File: src/rtl/l2_bank_tcdm_ctrl.sv
// -----------------------------------------------------------------------------
// l2_bank_tcdm_ctrl
//
// TCDM slave-side controller that sits between the JTAG lint master bus and a
// single L2 SRAM bank with one cycle of read latency.
//
// After reset the bank is swept to zero, unless init_en_i is low. No request
// is granted during the sweep. After the sweep the controller serves
// single-word requests:
//   - Every request is granted in the cycle it is presented.
//   - An in-range request is passed straight through to the SRAM.
//   - An out-of-range request does not touch the SRAM. It gets an error
//     response (r_opc=1, rdata=ERR_RDATA) and bumps a saturating counter.
//   - The response comes exactly one cycle after the grant.
//
// Optional feature: define L2_BANK_PARITY_EN to store each byte as
// {even parity, byte} in a 36-bit SRAM word. A parity mismatch on any lane of
// an in-range read flags the response as an error. Without the macro the SRAM
// is 32 bits wide and has no parity logic.
//
// Ports:
//   clk_i, rst_i     clock, asynchronous active-high reset
//   init_en_i        1: zero-sweep the bank after reset, 0: serve at once
//   tcdm_*           TCDM slave request (req/add/wen/be/wdata), grant and
//                    response (r_valid/r_rdata/r_opc)
//   mem_*            SRAM macro interface (active-low csn/wen, address,
//                    byte enables, write data, read data)
//   init_done_o      high while requests are being served
//   err_cnt_o        saturating count of error responses
// -----------------------------------------------------------------------------
`timescale 1ns/1ps

module l2_bank_tcdm_ctrl #(
  parameter int unsigned BANK_SIZE = 64,
  parameter logic [31:0] BASE_ADDR = 32'h1C00_0000,
  parameter logic [31:0] ERR_RDATA = 32'hBADA_CCE5,
  localparam int unsigned AW = $clog2(BANK_SIZE),
`ifdef L2_BANK_PARITY_EN
  localparam int unsigned MW = 36
`else
  localparam int unsigned MW = 32
`endif
) (
  input  logic            clk_i,
  input  logic            rst_i,
  input  logic            init_en_i,
  input  logic            tcdm_req_i,
  input  logic [31:0]     tcdm_add_i,
  input  logic            tcdm_wen_i,
  input  logic [3:0]      tcdm_be_i,
  input  logic [31:0]     tcdm_wdata_i,
  output logic            tcdm_gnt_o,
  output logic            tcdm_r_valid_o,
  output logic [31:0]     tcdm_r_rdata_o,
  output logic            tcdm_r_opc_o,
  output logic            mem_csn_o,
  output logic            mem_wen_o,
  output logic [AW-1:0]   mem_addr_o,
  output logic [MW/8-1:0] mem_be_o,
  output logic [MW-1:0]   mem_wdata_o,
  input  logic [MW-1:0]   mem_rdata_i,
  output logic            init_done_o,
  output logic [7:0]      err_cnt_o
);

  localparam logic [31:0] BANK_BYTES = 32'(BANK_SIZE) << 2;

  typedef enum logic [0:0] {
    INIT  = 1'b0,
    SERVE = 1'b1
  } state_e;

  // ---------------------------------------------------------------------------
  // SRAM word encode/decode helpers
  // ---------------------------------------------------------------------------
`ifdef L2_BANK_PARITY_EN
  // Each byte lane becomes 9 bits, {even parity, byte}.
  function automatic logic [MW-1:0] encode_word(input logic [31:0] data);
    logic [MW-1:0] word;
    word = {MW{1'b0}};
    for (int lane = 0; lane < 4; lane++) begin
      word[9*lane +: 9] = {^data[8*lane +: 8], data[8*lane +: 8]};
    end
    return word;
  endfunction

  // Strips the parity bits and returns the raw data bytes.
  function automatic logic [31:0] decode_word(input logic [MW-1:0] word);
    logic [31:0] data;
    data = 32'h0000_0000;
    for (int lane = 0; lane < 4; lane++) begin
      data[8*lane +: 8] = word[9*lane +: 8];
    end
    return data;
  endfunction

  // With even parity, a good lane XORs to zero over all 9 bits.
  function automatic logic parity_error(input logic [MW-1:0] word);
    logic err;
    err = 1'b0;
    for (int lane = 0; lane < 4; lane++) begin
      err = err | (^word[9*lane +: 9]);
    end
    return err;
  endfunction
`else
  function automatic logic [MW-1:0] encode_word(input logic [31:0] data);
    return data;
  endfunction

  function automatic logic [31:0] decode_word(input logic [MW-1:0] word);
    return word;
  endfunction
`endif

  // ---------------------------------------------------------------------------
  // Declarations
  // ---------------------------------------------------------------------------
  state_e        state_r;
  logic [AW-1:0] sweep_cnt_r;
  logic          init_done_r;

  logic          r_valid_r;
  logic          rd_pend_r;      // the response in flight is an in-range read
  logic          opc_hold_r;
  logic [31:0]   rdata_hold_r;
  logic [7:0]    err_cnt_r;

  logic [31:0]   offset_s;
  logic          in_range_s;
  logic [AW-1:0] index_s;
  logic          gnt_s;
  logic          oor_s;
  logic          rd_s;
  logic          rd_resp_s;
  logic          par_err_s;
  logic [1:0]    err_inc_s;
  logic [8:0]    err_sum_s;

  // ---------------------------------------------------------------------------
  // Address decode
  // ---------------------------------------------------------------------------
  // A single unsigned compare covers both bounds, because an address below
  // BASE_ADDR wraps to a huge offset.
  assign offset_s   = tcdm_add_i - BASE_ADDR;
  assign in_range_s = (offset_s < BANK_BYTES);
  assign index_s    = offset_s[2 +: AW];

  assign gnt_s      = (state_r == SERVE) && tcdm_req_i;
  assign oor_s      = gnt_s && !in_range_s;
  assign rd_s       = gnt_s && in_range_s && tcdm_wen_i;
  assign rd_resp_s  = r_valid_r && rd_pend_r;

`ifdef L2_BANK_PARITY_EN
  assign par_err_s  = rd_resp_s && parity_error(mem_rdata_i);
`else
  assign par_err_s  = 1'b0;
`endif

  assign err_inc_s  = {1'b0, oor_s} + {1'b0, par_err_s};
  assign err_sum_s  = {1'b0, err_cnt_r} + {7'd0, err_inc_s};

  // ---------------------------------------------------------------------------
  // Sequencing and response
  // ---------------------------------------------------------------------------

  // Init/serve FSM: zero sweep counter and the registered init_done flag.
  // When init_en_i is low in INIT, the FSM leaves for SERVE on the next clock.
  always_ff @(posedge clk_i or posedge rst_i) begin
    if (rst_i) begin
      state_r     <= INIT;
      sweep_cnt_r <= {AW{1'b0}};
      init_done_r <= 1'b0;
    end else begin
      case (state_r)
        INIT: begin
          if (!init_en_i || (sweep_cnt_r == AW'(BANK_SIZE - 1))) begin
            state_r     <= SERVE;
            sweep_cnt_r <= {AW{1'b0}};
            init_done_r <= 1'b1;
          end else begin
            sweep_cnt_r <= sweep_cnt_r + AW'(1);
          end
        end
        SERVE: begin
          state_r     <= SERVE;
          init_done_r <= 1'b1;
        end
        default: begin
          state_r     <= INIT;
          sweep_cnt_r <= {AW{1'b0}};
          init_done_r <= 1'b0;
        end
      endcase
    end
  end

  // SRAM drive. During the sweep the SRAM gets zero writes. When serving, an
  // in-range request goes straight through. Everything is held idle while
  // reset is asserted.
  always_comb begin
    mem_csn_o   = 1'b1;
    mem_wen_o   = 1'b1;
    mem_addr_o  = {AW{1'b0}};
    mem_be_o    = {(MW/8){1'b0}};
    mem_wdata_o = {MW{1'b0}};
    if (rst_i) begin
      mem_csn_o = 1'b1;
    end else if (state_r == INIT) begin
      if (init_en_i) begin
        mem_csn_o   = 1'b0;
        mem_wen_o   = 1'b0;
        mem_addr_o  = sweep_cnt_r;
        mem_be_o    = {(MW/8){1'b1}};
        mem_wdata_o = {MW{1'b0}};
      end else begin
        mem_csn_o = 1'b1;
      end
    end else if (tcdm_req_i && in_range_s) begin
      mem_csn_o   = 1'b0;
      mem_wen_o   = tcdm_wen_i;
      mem_addr_o  = index_s;
      mem_be_o    = tcdm_be_i;
      mem_wdata_o = encode_word(tcdm_wdata_i);
    end else begin
      mem_csn_o = 1'b1;
    end
  end

  // Response pipeline.
  // - Writes and errors set their rdata/opc at grant time.
  // - In-range read data appears straight from the SRAM in the response
  //   cycle. It is captured afterwards so that rdata holds its value while
  //   r_valid is low.
  always_ff @(posedge clk_i or posedge rst_i) begin
    if (rst_i) begin
      r_valid_r    <= 1'b0;
      rd_pend_r    <= 1'b0;
      opc_hold_r   <= 1'b0;
      rdata_hold_r <= 32'h0000_0000;
      err_cnt_r    <= 8'd0;
    end else begin
      r_valid_r <= gnt_s;
      rd_pend_r <= rd_s;
      if (gnt_s && !rd_s) begin
        rdata_hold_r <= oor_s ? ERR_RDATA : 32'h0000_0000;
        opc_hold_r   <= oor_s;
      end else if (gnt_s) begin
        opc_hold_r   <= 1'b0;
      end else if (rd_resp_s) begin
        rdata_hold_r <= decode_word(mem_rdata_i);
        opc_hold_r   <= par_err_s;
      end else begin
        opc_hold_r   <= opc_hold_r;
      end
      err_cnt_r <= err_sum_s[8] ? 8'hFF : err_sum_s[7:0];
    end
  end

  // ---------------------------------------------------------------------------
  // Outputs
  // ---------------------------------------------------------------------------
  assign tcdm_gnt_o     = gnt_s;
  assign tcdm_r_valid_o = r_valid_r;
  assign tcdm_r_rdata_o = rd_resp_s ? decode_word(mem_rdata_i) : rdata_hold_r;
`ifdef L2_BANK_PARITY_EN
  assign tcdm_r_opc_o   = rd_resp_s ? par_err_s : opc_hold_r;
`else
  assign tcdm_r_opc_o   = opc_hold_r;
`endif
  assign init_done_o    = init_done_r;
  assign err_cnt_o      = err_cnt_r;

endmodule

File: config.mk
export PLATFORM = sky130hd
export DESIGN_NAME = l2_bank_tcdm_ctrl
export DESIGN_NICKNAME = d
export VERILOG_FILES = /design/src/rtl/l2_bank_tcdm_ctrl.sv
export SDC_FILE = /design/constraint.sdc
export NUM_CORES = 1
export LEC_CHECK = 0
export BUFFER_PORTS_ARGS = -buffer_cell sky130_fd_sc_hd__buf_4
export CAP_MARGIN = 20
export CORE_ASPECT_RATIO = 0.75
export CORE_MARGIN = 2
export CORE_UTILIZATION = 47
export CTS_CLUSTER_SIZE = 25
export DETAILED_ROUTE_END_ITERATION = 16
export MAX_ROUTING_LAYER = met4
export PLACE_DENSITY = 0.81
export SETUP_SLACK_MARGIN = 0.02
export SLEW_MARGIN = 20
export SYNTH_ARGS = -nofsm -noshare
export SYNTH_HDL_FRONTEND = slang
export SYNTH_SLANG_ARGS = --single-unit
File: constraint.sdc
create_clock -name clk_i -period 8 [get_ports clk_i]
set_input_delay 1.6 -clock clk_i [delete_from_list [all_inputs] [get_ports clk_i]]
set_output_delay 1.6 -clock clk_i [all_outputs]
set_load 0.05 [all_outputs]
### Word-level counts from Yosys, hierarchy flattened

Index checks and enable logic that the tools add are counted.

| word-level totals | value |
|---|---|
| flip-flop bits (word level) | 51 |
| input port bits | 105 |
| output and inout port bits | 88 |
| word-level logic and storage cells | 59 |

| operators by class | value |
|---|---|
| add/sub/neg operators | 3 |
| order comparisons | 1 |
| eq/ne operators | 3 |
| muxes and demuxes | 31 |
| bitwise operators | 1 |
| reductions and logical operators | 12 |

Operators with widths:

| operator | number |
|---|---|
| two-way mux 32 bit | 7 |
| less-than comparator 32 x 9 -> 1 bit (second input constant) | 1 |
| subtractor 32 x 29 -> 32 bit (second input constant) | 1 |
| two-way mux 6 bit | 5 |
| two-way mux 4 bit | 4 |
| two-way mux 1 bit | 12 |
| adder 8 x 1 -> 9 bit | 1 |
| two-way mux 8 bit | 1 |
| logical AND 1 bit | 7 |
| adder 6 x 1 -> 6 bit (second input constant) | 1 |
| == test 6 bit (second input constant) | 1 |
| case mux 1 bit (2 select lines) | 2 |
| zero test 1 bit | 3 |
| nonzero test 3 bit | 1 |
| != test 2 x 1 -> 1 bit (second input constant) | 1 |
| != test 2 bit (second input constant) | 1 |
| logical OR 1 bit | 1 |
| inverter 1 bit | 1 |

### Depth between registers and ports, before layout

| depth | value |
|---|---|
| depth after elaboration | 7 |
| depth in mapped cells | 10 |
| depth with buffers taken out | 8 |

### Least setup slack after synthesis

Ideal clock, no wire load.

| timing | value |
|---|---|
| path type | input port to output port |
| start | in rst_i |
| end | out mem_addr_o[3] |
| arrival | 4869 ps |
| required time | 6400 ps |
| path slack | 1531 ps |
| stages | 4 |
| buffers on the path | 1 |
| cells stage by stage | inv_1 -> clkbuf_1 -> nand4_1 -> o31ai_1 |

| between the ends | value |
|---|---|
| longest elaborated chain between the ends | 1 |

RTL lines:

| what | RTL line | source |
|---|---|---|
| from (decl) | 45 | `input logic rst_i,` |
| two-way mux 6 bit | 207 | `if (rst_i) begin` |
| to (decl) | 58 | `output logic [AW-1:0] mem_addr_o,` |

Every way passes these cells.

### Final worst setup path

| timing | value |
|---|---|
| start | in tcdm_req_i |
| end | out mem_wdata_o[8] |

| between the ends | value |
|---|---|
| longest elaborated chain between the ends | 4 |

RTL lines:

| what | RTL line | source |
|---|---|---|
| from (decl) | 47 | `input logic tcdm_req_i,` |
| logical AND 1 bit | 219 | `end else if (tcdm_req_i && in_range_s) begin` |
| two-way mux 32 bit | 219 |  |
| two-way mux 32 bit | 209 | `end else if (state_r == INIT) begin` |
| two-way mux 32 bit | 207 |  |
| to (decl) | 60 | `output logic [MW-1:0] mem_wdata_o,` |

Every way passes these cells.

==> results.cfg <==
[clock_tree]
worstSkewPairLatency_ns = 0.31
cts_hold_buf = 0
clkTransAtPathRegs_ns = 0.09
cts-root-buf = clkbuf_8
cts_num_sinks = 51
clk_path_buf_depth = 2
cts_buffers = 5
cts_tree = done
h-tree-depth = 2
ctsResizeCount = 0
post_cts_buffers = 0

[critical_path]
critPathKind = primary input to output pin
rr_worst_depth = 6
slowest_stage = inv_2
crit_cells = 6
slowest_delay_ns = 0.75
cp_cell_sequence = buf_4 > nand2_2 > inv_2 > and4_4 > and3_1 > buf_4
path_max_fanout = 43
critPathLaunchType = primary input
endpoint_kind = output pin
required_ns = 6.40
cp_num_buf_inv = 3
cp.arrival_ns = 3.92
critPathTopFamily = simple AND/OR/NAND/NOR gates
cp_common_cell = buf_4

[floorplan]
boundaryPins = 193
die_h_microns = 79.0
rows = 27
start_util_pct = 48.3
die_w_microns = 104
die-area_sq_mm = 0.00822
core_sq_mm = 0.00730

[route]
vias = 3937
avgRoutedWirePerCell_microns = 17.2
viasPerCell = 5.87
drc = 0
firstDrtPassIters = 5
drt_iter0_drc = 273
routed_wl_microns = 11500
final_antenna_net_count = 0

[sta]
setup_tns_ns = 0
fmax_mhz = 181
rsz0062_at_grt = false
finalHoldViolCount = 0
fin_crit_sh_pct = 69.0
period_minus_slack_ns = 5.52
slew_headroom_pct = 48.8
tightest_slew_ns = 0.767
skew_ns = 0.00772
maxSlewViolCount = 0
setup_viol = 0

[yosys]
netlist_area_sq_mm = 0.00353
ys_ff_latch = 51
yosysWarnings = 0
ys.flop_type = dfrtp_1
async_reset_ff_share_pct = 100
syn_nets = 521
synthCells = 413
ys_seq_area_share_pct = 36.2
synth_top_cell_by_area = dfrtp_1
synth_edf_count = 0
synth.distinct_cells = 41
syn_area_per_cell_sq_um = 8.54
yosysTopAreaCellShare_pct = 36.2
synthTopCellsByArea = dfrtp_1 (36%), and3_1 (11%), a31oi_1 (4.1%)

[global_route]
grt_pass1_vias = 3589
antenna_found_initial = 0
overflow = 0
grt_usage_pct = 28.1
grt_pass1_wl_microns = 18400
grt_max_degree = 66

[power]
intPower_mw = 0.409
pwr-share-clk_pct = 23.2
powerDensity_mw_per_mm2 = 128
seqPwrFrac_pct = 47.0
p_leak_nw = 2.44
peakVddDrop_mv = 0.0806
power_switching_mw = 0.231
p_comb_share_pct = 29.7
switching_share_pct = 36.0

[layout]
layout_commonest_cell = buf_4
layout_common_cells = buf_4 (192), and3_1 (62), dfrtp_1 (49)
nets = 678
area_growth_pct = 41.5
diodes = 0
final_area_sq_mm = 0.00499
drive_gt1_share_pct = 40.7

[worst_hold_path]
hold_class = flop to flop
holdPathStages = 1

[placement]
place_congestion = 0.861
port_buffers = 190
dp_hpwl_microns = 7920
dpl-instance-area_sq_mm = 0.00489

[status]
status = complete, no violations

[flow_run]
cap_violations = 0
layer usage:
layer  GRT usage, %  routed length (microns)  vias to the layer above
met1           40.0                     5380                     1871
li1               -                        -                     1880
met2           42.0                     5320                      166
met5              -                        0                        -
met3           4.52                      660                       20
met4           7.70                      155                        0
Yosys cell counts, types with 2 or more instances:
cell type,n
a21boi_0,13
ha_1,3
nor2b_1,8
a211oi_1,19
and3_2,3
buf_6,3
nand3_1,21
and4_1,2
or2_2,14
nor2_1,2
nand4_1,18
o31ai_1,19
and3_1,62
xor2_1,2
nand2b_1,3
clkbuf_1,23
nor4_2,3
a31oi_1,23
a21o_1,19
a21oi_1,27
buf_1,2
buf_2,15
o21ai_0,24
inv_1,5
nand2_1,14
dfrtp_1,51
area by class of cell:
type / count / area, sq um
fillers: 632 / 2310
multi-input cells: 313 / 2030
repair buffers: 193 / 1450
flip-flops and latches: 51 / 1280
well taps: 101 / 126
clock buffers: 5 / 68.8
inverters: 6 / 22.5
clock inverters: 2 / 13.8
worst paths after layout:
kind                                         start                       to  slack (ns)
setup / recovery                        tcdm_req_i           mem_wdata_o[8]        2.48
hold / removal             init_done_o$_DFFE_PP0P_  init_done_o$_DFFE_PP0P_        0.48
setup reg to reg                 state_r$_DFF_PP0_   err_cnt_o[1]$_DFF_PP0_        5.59
hold reg to reg            init_done_o$_DFFE_PP0P_  init_done_o$_DFFE_PP0P_        0.48
max in group asynchronous                    rst_i      rd_pend_r$_DFF_PP0_        5.90
min in group asynchronous                    rst_i  init_done_o$_DFFE_PP0P_        1.55
state kept, by name (all words and copies together), names as in the netlist:
register	cells
rdata_hold_r	32
err_cnt_o	8
sweep_cnt_r	6
init_done_o	1
rd_pend_r	1
state_r	1
tcdm_r_opc_o	1
tcdm_r_valid_o	1
kinds of logic (layout without fill, tap and decap cells):
| logic type | after synthesis | in the layout | share of synthesized area (%) |
|---|---|---|---|
| simple gates | 159 | 159 | 28.5 |
| buf+inv | 49 | 206 | 6.39 |
| fa+ha+maj | 3 | 3 | 1.06 |
| compound gates | 148 | 148 | 27.1 |
| xor+xnor | 3 | 3 | 0.745 |
| flops | 51 | 51 | 36.2 |
worst reg2reg max path, cell delays in order (launching register included):
cell	delay (ns)
dfrtp_1	0.62
nand2_2	0.48
a21oi_1	0.29
ha_1	0.25
ha_1	0.29
nand4_1	0.28
nand2b_1	0.15
through the flow:
step,utilization (%),power [mW],cells,hold WS (ns),setup WS [ns]
final,68.4,0.640,671,0.484,2.48
after detailed placement,67.1,0.495,663,0.463,2.54
after floorplan,-,0.405,413,0.467,1.53
after global placement,67.0,0.491,663,0.454,2.54
after global routing,68.4,0.666,671,0.493,2.36
after CTS,68.2,0.642,670,0.484,2.53
power groups by stage:
stage	Sequential (mW)	Combinational (mW)	Clock, mW
after global routing	0.303	0.203	0.160
after CTS	0.300	0.191	0.151
after floorplan	0.354	0.0514	0
after detailed placement	0.304	0.191	0
final	0.301	0.190	0.149
after global placement	0.305	0.186	0
Power figures use the tool's default switching activity.
